[config.mk]
export PLATFORM = sky130hd
export DESIGN_NAME = genie
export DESIGN_NICKNAME = d
export VERILOG_FILES = /design/src/rtl/genie_pkg.sv /design/src/rtl/genie_regfile.sv /design/src/rtl/genie.sv
export SDC_FILE = /design/constraint.sdc
export NUM_CORES = 2
export LEC_CHECK = 0
export CAP_MARGIN = 20
export CORE_MARGIN = 3
export CORE_UTILIZATION = 54
export CTS_CLUSTER_DIAMETER = 30
export DETAILED_ROUTE_END_ITERATION = 16
export PLACE_DENSITY_LB_ADDON = 0.3
export SLEW_MARGIN = 15
export SYNTH_ARGS = -nofsm -noshare
export SYNTH_HDL_FRONTEND = slang
export SYNTH_HIERARCHICAL = 1
export SYNTH_SLANG_ARGS = --single-unit
[constraint.sdc]
create_clock -name clk -period 16.57 [get_ports clk]
set_clock_uncertainty 0.05 [all_clocks]
set_input_delay 2.4855 -clock clk [delete_from_list [all_inputs] [get_ports clk]]
set_output_delay 2.4855 -clock clk [all_outputs]
set_load 0.05 [all_outputs]
[src/rtl/genie_pkg.sv]
// Shared constants, instruction field positions, opcode and state encodings
// for the genie programmable core.
package genie_pkg;

  localparam int IAW  = 13;
  localparam int DAW  = 26;
  localparam int DW   = 32;
  localparam int NREG = 16;
  localparam int RAW  = 4;

  localparam int OP_HI  = 31;
  localparam int OP_LO  = 28;
  localparam int RD_HI  = 27;
  localparam int RD_LO  = 24;
  localparam int RS_HI  = 23;
  localparam int RS_LO  = 20;
  localparam int RT_HI  = 19;
  localparam int RT_LO  = 16;
  localparam int IMM_HI = 15;
  localparam int IMM_LO = 0;

  typedef enum logic [3:0] {
    OP_NOP    = 4'h0,
    OP_LDI    = 4'h1,
    OP_ADD    = 4'h2,
    OP_SUB    = 4'h3,
    OP_MUL    = 4'h4,
    OP_MAC    = 4'h5,
    OP_ADDI   = 4'h6,
    OP_RELU   = 4'h7,
    OP_LD     = 4'h8,
    OP_ST     = 4'h9,
    OP_BEQ    = 4'hA,
    OP_BNE    = 4'hB,
    OP_JMP    = 4'hC,
    OP_RSVD_D = 4'hD,
    OP_RSVD_E = 4'hE,
    OP_HALT   = 4'hF
  } opcode_e;

  typedef enum logic [2:0] {
    S_FETCH   = 3'd0,
    S_EXEC    = 3'd1,
    S_RD_REQ  = 3'd2,
    S_RD_WAIT = 3'd3,
    S_WR_REQ  = 3'd4,
    S_HALT    = 3'd5
  } state_e;

  function automatic logic [DW-1:0] sext16(input logic [15:0] v);
    return {{(DW-16){v[15]}}, v};
  endfunction

endpackage

[src/rtl/genie_regfile.sv]
// 16x32 register file: three asynchronous read ports, one synchronous write
// port; r0 is never written and always reads as zero.
module genie_regfile
  import genie_pkg::*;
(
  input  logic           clk,
  input  logic           rst_n,
  input  logic [RAW-1:0] ra_a,
  input  logic [RAW-1:0] ra_b,
  input  logic [RAW-1:0] ra_c,
  output logic [DW-1:0]  rd_a,
  output logic [DW-1:0]  rd_b,
  output logic [DW-1:0]  rd_c,
  input  logic           we,
  input  logic [RAW-1:0] wa,
  input  logic [DW-1:0]  wd
);

  logic [DW-1:0] regs [NREG];

  always_ff @(posedge clk) begin
    if (!rst_n) begin
      for (int i = 0; i < NREG; i++) regs[i] <= '0;
    end else if (we && (wa != '0)) begin
      regs[wa] <= wd;
    end
  end

  assign rd_a = (ra_a == '0) ? '0 : regs[ra_a];
  assign rd_b = (ra_b == '0) ? '0 : regs[ra_b];
  assign rd_c = (ra_c == '0) ? '0 : regs[ra_c];

endmodule

[src/rtl/genie.sv]
// Multi-cycle core: fetches from an external synchronous ROM, executes ALU,
// branch and load/store ops against an external valid/ready SRAM port.
//
// state   | meaning
// FETCH   | iaddr holds pc, ROM produces the instruction for next cycle
// EXEC    | decode idata, run ALU/branch, launch LD/ST or halt
// RD_REQ  | rvalid asserted with raddr held until rready
// RD_WAIT | rdata returned, written to the latched destination
// WR_REQ  | wvalid/waddr/wdata held until wready
// HALT    | absorbing; only reset leaves
module genie
  import genie_pkg::*;
(
  input  logic           clk,
  input  logic           rst_n,
  output logic           wvalid,
  input  logic           wready,
  output logic [DAW-1:0] waddr,
  output logic [DW-1:0]  wdata,
  output logic           rvalid,
  input  logic           rready,
  output logic [DAW-1:0] raddr,
  input  logic [DW-1:0]  rdata,
  output logic [IAW-1:0] iaddr,
  input  logic [DW-1:0]  idata
);

  state_e         state, state_d;
  logic [IAW-1:0] pc, pc_d;
  logic           wvalid_d, rvalid_d;
  logic [DAW-1:0] waddr_d, raddr_d;
  logic [DW-1:0]  wdata_d;
  logic [RAW-1:0] ld_rd, ld_rd_d;

  opcode_e        op;
  logic [RAW-1:0] rd_f, rs_f, rt_f;
  logic [15:0]    imm;
  logic [DW-1:0]  simm;
  logic [DW-1:0]  rs_val, rt_val, rd_val;
  logic [DW-1:0]  prod, alu_res;
  logic           alu_we;
  logic [DAW-1:0] mem_addr;
  logic [IAW-1:0] pc_inc, pc_br;

  logic           rf_we;
  logic [RAW-1:0] rf_wa;
  logic [DW-1:0]  rf_wd;

  assign op   = opcode_e'(idata[OP_HI:OP_LO]);
  assign rd_f = idata[RD_HI:RD_LO];
  assign rs_f = idata[RS_HI:RS_LO];
  assign rt_f = idata[RT_HI:RT_LO];
  assign imm  = idata[IMM_HI:IMM_LO];
  assign simm = sext16(imm);

  genie_regfile u_regfile (
    .clk  (clk),
    .rst_n(rst_n),
    .ra_a (rs_f),
    .ra_b (rt_f),
    .ra_c (rd_f),
    .rd_a (rs_val),
    .rd_b (rt_val),
    .rd_c (rd_val),
    .we   (rf_we),
    .wa   (rf_wa),
    .wd   (rf_wd)
  );

  assign prod     = rs_val * rt_val;
  assign mem_addr = rs_val[DAW-1:0] + simm[DAW-1:0];
  assign pc_inc   = pc + 1'b1;
  assign pc_br    = pc_inc + simm[IAW-1:0];

  always_comb begin
    alu_res = '0;
    alu_we  = 1'b1;
    case (op)
      OP_LDI:  alu_res = simm;
      OP_ADD:  alu_res = rs_val + rt_val;
      OP_SUB:  alu_res = rs_val - rt_val;
      OP_MUL:  alu_res = prod;
      OP_MAC:  alu_res = rd_val + prod;
      OP_ADDI: alu_res = rs_val + simm;
      OP_RELU: alu_res = rs_val[DW-1] ? '0 : rs_val;
      default: alu_we  = 1'b0;
    endcase
  end

  always_comb begin
    state_d  = state;
    pc_d     = pc;
    wvalid_d = wvalid;
    waddr_d  = waddr;
    wdata_d  = wdata;
    rvalid_d = rvalid;
    raddr_d  = raddr;
    ld_rd_d  = ld_rd;
    rf_we    = 1'b0;
    rf_wa    = rd_f;
    rf_wd    = alu_res;
    case (state)
      S_FETCH: state_d = S_EXEC;
      S_EXEC: begin
        state_d = S_FETCH;
        pc_d    = pc_inc;
        rf_we   = alu_we;
        case (op)
          OP_LD: begin
            state_d  = S_RD_REQ;
            pc_d     = pc;
            rvalid_d = 1'b1;
            raddr_d  = mem_addr;
            ld_rd_d  = rd_f;
          end
          OP_ST: begin
            state_d  = S_WR_REQ;
            pc_d     = pc;
            wvalid_d = 1'b1;
            waddr_d  = mem_addr;
            wdata_d  = rt_val;
          end
          OP_BEQ:  if (rs_val == rt_val) pc_d = pc_br;
          OP_BNE:  if (rs_val != rt_val) pc_d = pc_br;
          OP_JMP:  pc_d = imm[IAW-1:0];
          OP_HALT: begin
            state_d = S_HALT;
            pc_d    = pc;
          end
          default: ;
        endcase
      end
      S_RD_REQ: begin
        if (rready) begin
          rvalid_d = 1'b0;
          state_d  = S_RD_WAIT;
        end
      end
      S_RD_WAIT: begin
        rf_we   = 1'b1;
        rf_wa   = ld_rd;
        rf_wd   = rdata;
        pc_d    = pc_inc;
        state_d = S_FETCH;
      end
      S_WR_REQ: begin
        if (wready) begin
          wvalid_d = 1'b0;
          pc_d     = pc_inc;
          state_d  = S_FETCH;
        end
      end
      S_HALT: ;
      default: state_d = S_FETCH;
    endcase
  end

  // iaddr follows the next pc so the ROM word is ready in EXEC
  always_ff @(posedge clk) begin
    if (!rst_n) begin
      state  <= S_FETCH;
      pc     <= '0;
      iaddr  <= '0;
      wvalid <= 1'b0;
      waddr  <= '0;
      wdata  <= '0;
      rvalid <= 1'b0;
      raddr  <= '0;
      ld_rd  <= '0;
    end else begin
      state  <= state_d;
      pc     <= pc_d;
      iaddr  <= pc_d;
      wvalid <= wvalid_d;
      waddr  <= waddr_d;
      wdata  <= wdata_d;
      rvalid <= rvalid_d;
      raddr  <= raddr_d;
      ld_rd  <= ld_rd_d;
    end
  end

endmodule

==> flow_results.org <==
** Drt
- After detailed routing, the number of vias per cell comes to 6.55.
- Dividing the detail-routed wire length by the instance count gives 29.0 um.
- The routed design has 209 mm of wire.
- Total DRC errors in the routed layout :: 0
- Drt initial violations :: 6292
- Detailed-router iteration count before antenna repair :: 9
- Once detail routing completed, the nets flagged for antenna violations numbered 0.
- Across all layers, the routed design uses 47283 vias.

** STA
- Final setup viols :: 0
- Slew at the pin closest to its max-slew limit :: 1.26 ns
- Total negative slack :: 0 ns
- Dividing the final minimum period by the clock period gives 87.3%.
- Setup repair after global routing left no endpoint under its margin.
- The worst path in the final design needs a cycle of 14.46 ns, including I/O delays and setup.
- The number of max-slew violations in the final report was 0.
- Highest attainable clock frequency :: 0.0691 GHz
- The worst pin sits at a relative slew slack of 16.2%.
- Count of endpoints failing hold in the final timing report :: 0

** Placement
- Quantity of I/O buffers inserted on ports :: 166
- Placer Congestion :: 1.02
- Detailed placement HPWL :: 140 mm
- Placement-stage cell area :: 60400 um^2

** Worst setup path
- For this design, the slowest cell found on the critical path is sky130_fd_sc_hd__clkdlybuf4s50_1.
- Measured in cells, the most critical reg-to-reg path has a length of 34.
- Peak fanout along the critical path :: 16
- On the worst path, the slowest cell contributes a delay of 0.88 ns.
- Critical path start-end classification :: in2reg
- Capturing element type of the critical path :: flip-flop
- Worst endpoint required time :: 16.98 ns
- Data on the critical path arrives at its endpoint at 14.88 ns.
- Cell occurring most often along the worst timing path :: sky130_fd_sc_hd__fa_1
- Startpoint type of the worst setup path :: input pin

** Yosys
- Most used flip-flop cell after synthesis :: sky130_fd_sc_hd__edfxtp_1
- The synthesized design spends more area on one cell type than any other, namely sky130_fd_sc_hd__edfxtp_1.
- The synthesized design contains 481 enable-type register cells.
- Counting flops with an async set or reset pin after synthesis yields a share of 0%.
- Total nets after synthesis :: 6400
- Distinct cells, synth :: 90
- In the post-synthesis netlist, the cell with the most instances is sky130_fd_sc_hd__and2_1.
- The commonest cells after synthesis are 716 x sky130_fd_sc_hd__and2_1, 516 x sky130_fd_sc_hd__nand2_1, 481 x sky130_fd_sc_hd__edfxtp_1, 479 x sky130_fd_sc_hd__inv_1, 413 x sky130_fd_sc_hd__fa_1.
- Number of register bits inferred by synthesis :: 587
- Post-Synthesis Mean Instance Area :: 10.1 um^2
- The mapped netlist covers 56900 um^2.
- Synthesis produced 5649 cells.
- Synth top area share :: 25.4%
- Portion of the post-synthesis area used by sequential elements :: 29.1%
- Yosys attributes the largest share of cell area to sky130_fd_sc_hd__edfxtp_1 25%, sky130_fd_sc_hd__fa_1 15%, sky130_fd_sc_hd__and2_1 7.9%, sky130_fd_sc_hd__mux4_2 7.7%, sky130_fd_sc_hd__ha_1 5.9%.
- Warnings, synthesis :: 6

** Floorplan
- In this run the core area contains 118 standard-cell rows.
- The floorplan step defined a die boundary enclosing 109000 um^2.
- Initial standard-cell utilization of the core :: 54.7%
- The core region is 104000 um^2.
- # IOs :: 167
- Die Span Y :: 331 um
- Measured along the x axis, the die boundary spans 331 um.

** Status
- Outcome :: finished, final reports clean

** Finish
- Share of the core filled with cells :: 62.4%
- Cells with a size suffix above 1 make up 13.0% of the layout.
- From synthesis to final layout, the design area changed by 14.2%.
- The finished cells cover 65000 um^2.
- Counting the fill cells in the layout gives 8390.
- The final layout contains 6482 nets.

** Global routing
- Global routing used 38.2% of the available tracks.
- Via count of the first global-routing pass :: 48029
- Residual overflow from global routing :: 0
- Number of antenna violations at the first check in global routing :: 15
- Entering global routing, the biggest net connects 111 pins.
- The first global-routing pass estimated 306 mm of wire.

** Hold path
- Worst hold path type :: reg2reg
- The worst hold path was traced through 2 stages.

** Clock tree
- The number of setup buffers added after CTS is 0.
- The number of gates resized after CTS was 0.
- Clk_lat worst skew :: 0.75 ns
- After clock tree synthesis, the clock-pin slew on the worst setup and hold paths is 0.05 ns.
- Number of CTS-inserted buffers :: 134
- In this run, post-CTS hold repair placed 0 buffers.
- CTS Sinks :: 587
- CTS built an H-tree with a depth of 4.
- Maximum clock insertion buffer count :: 3
- TritonCTS built the clock tree.
- Clock tree synthesis selected as its root buffer the cell sky130_fd_sc_hd__clkbuf_16.

** Run
- Max-cap violations in this run came to 0.
## registers in the layout, indices dropped and copies added, names as in the netlist
name / flops
ld_rd: 4
pc: 13
raddr: 26
rvalid: 1
state: 3
u_regfile/regs: 481
waddr: 26
wdata: 32
wvalid: 1
## cell families (layout without fill, tap and decap cells)
group / Yosys count / count (layout) / synth area share, %
xor gates and xnor gates: 203 / 203 / 3.15
other: 1 / 4 / 0.00659
buffers and inverters: 883 / 1071 / 6.19
DFF: 587 / 587 / 29.1
AOI/OAI and AO/OA: 979 / 979 / 11.5
muxes: 540 / 540 / 13.9
and+or+nand+nor: 1773 / 1773 / 15.8
adders and majority gates: 683 / 683 / 20.5
## critical path, delay by kind of cell
kind                       cells  cell delay (ns)
and+or+nand+nor                9             2.38
xor gates and xnor gates       1             0.14
buffers and inverters          7             1.93
AOI/OAI and AO/OA             11             3.51
adders and majority gates     10             4.39
## placed cells by master (no fill, tap or decap), types with 65 or more instances in the layout
cell type,count
sky130_fd_sc_hd__ha_1,270
sky130_fd_sc_hd__edfxtp_1,481
sky130_fd_sc_hd__fa_1,413
sky130_fd_sc_hd__mux2i_1,295
sky130_fd_sc_hd__xnor2_1,138
sky130_fd_sc_hd__dfxtp_1,106
sky130_fd_sc_hd__a21oi_1,253
sky130_fd_sc_hd__and2_1,716
sky130_fd_sc_hd__o22ai_1,135
sky130_fd_sc_hd__buf_4,180
sky130_fd_sc_hd__a2111oi_0,65
sky130_fd_sc_hd__nor2_1,282
sky130_fd_sc_hd__nand2_1,516
sky130_fd_sc_hd__inv_1,479
sky130_fd_sc_hd__clkbuf_16,135
sky130_fd_sc_hd__mux4_2,194
sky130_fd_sc_hd__clkdlybuf4s50_1,155
## final cells by class
cell class,instances,area [um^2],area share (%)
repair buffers,347,3060,4.70
inverters,482,1810,2.78
flip-flops and latches,587,16600,25.5
diodes,3,7.51,0.0116
multi-input cells,4179,37300,57.4
clock buffers,155,3550,5.47
clock inverters,87,972,1.50
well taps,1380,1730,2.66
## routing by layer
metal  part of all wire (%)  up-vias  global-route usage [%]
li1                       -    19973                       -
met1                     36    23357                    47.8
met2                     45     3114                    58.7
met3                     12      833                    9.52
met4                    7.6        6                    25.4
met5                  0.016        -                       0
## through the flow
step | setup slack [ns] | cells | hold WS (ns)
2_1_floorplan | 4.22 | 5649 | 0.387
3_3_place_gp | 1.85 | 6970 | 0.393
3_5_place_dp | 1.62 | 6971 | 0.397
4_1_cts | 2.39 | 7213 | 0.403
5_1_grt | 1.70 | 7219 | 0.417
6_report | 2.11 | 7220 | 0.400
## final timing paths
| kind | endpoint | slack (ns) | start |
|---|---|---|---|
| max | u_regfile/regs[13][30] | 2.11 | idata[20] |
| min | wdata[25] | 0.40 | wdata[25] |
| max reg2reg | u_regfile/regs[13][30] | 5.07 | u_regfile/regs[3][14] |
| min reg2reg | wdata[25] | 0.40 | wdata[25] |
Power is left out: the tool's default activity adds up to more than one toggle a clock period on the data nets, which glitch-free logic cannot reach.
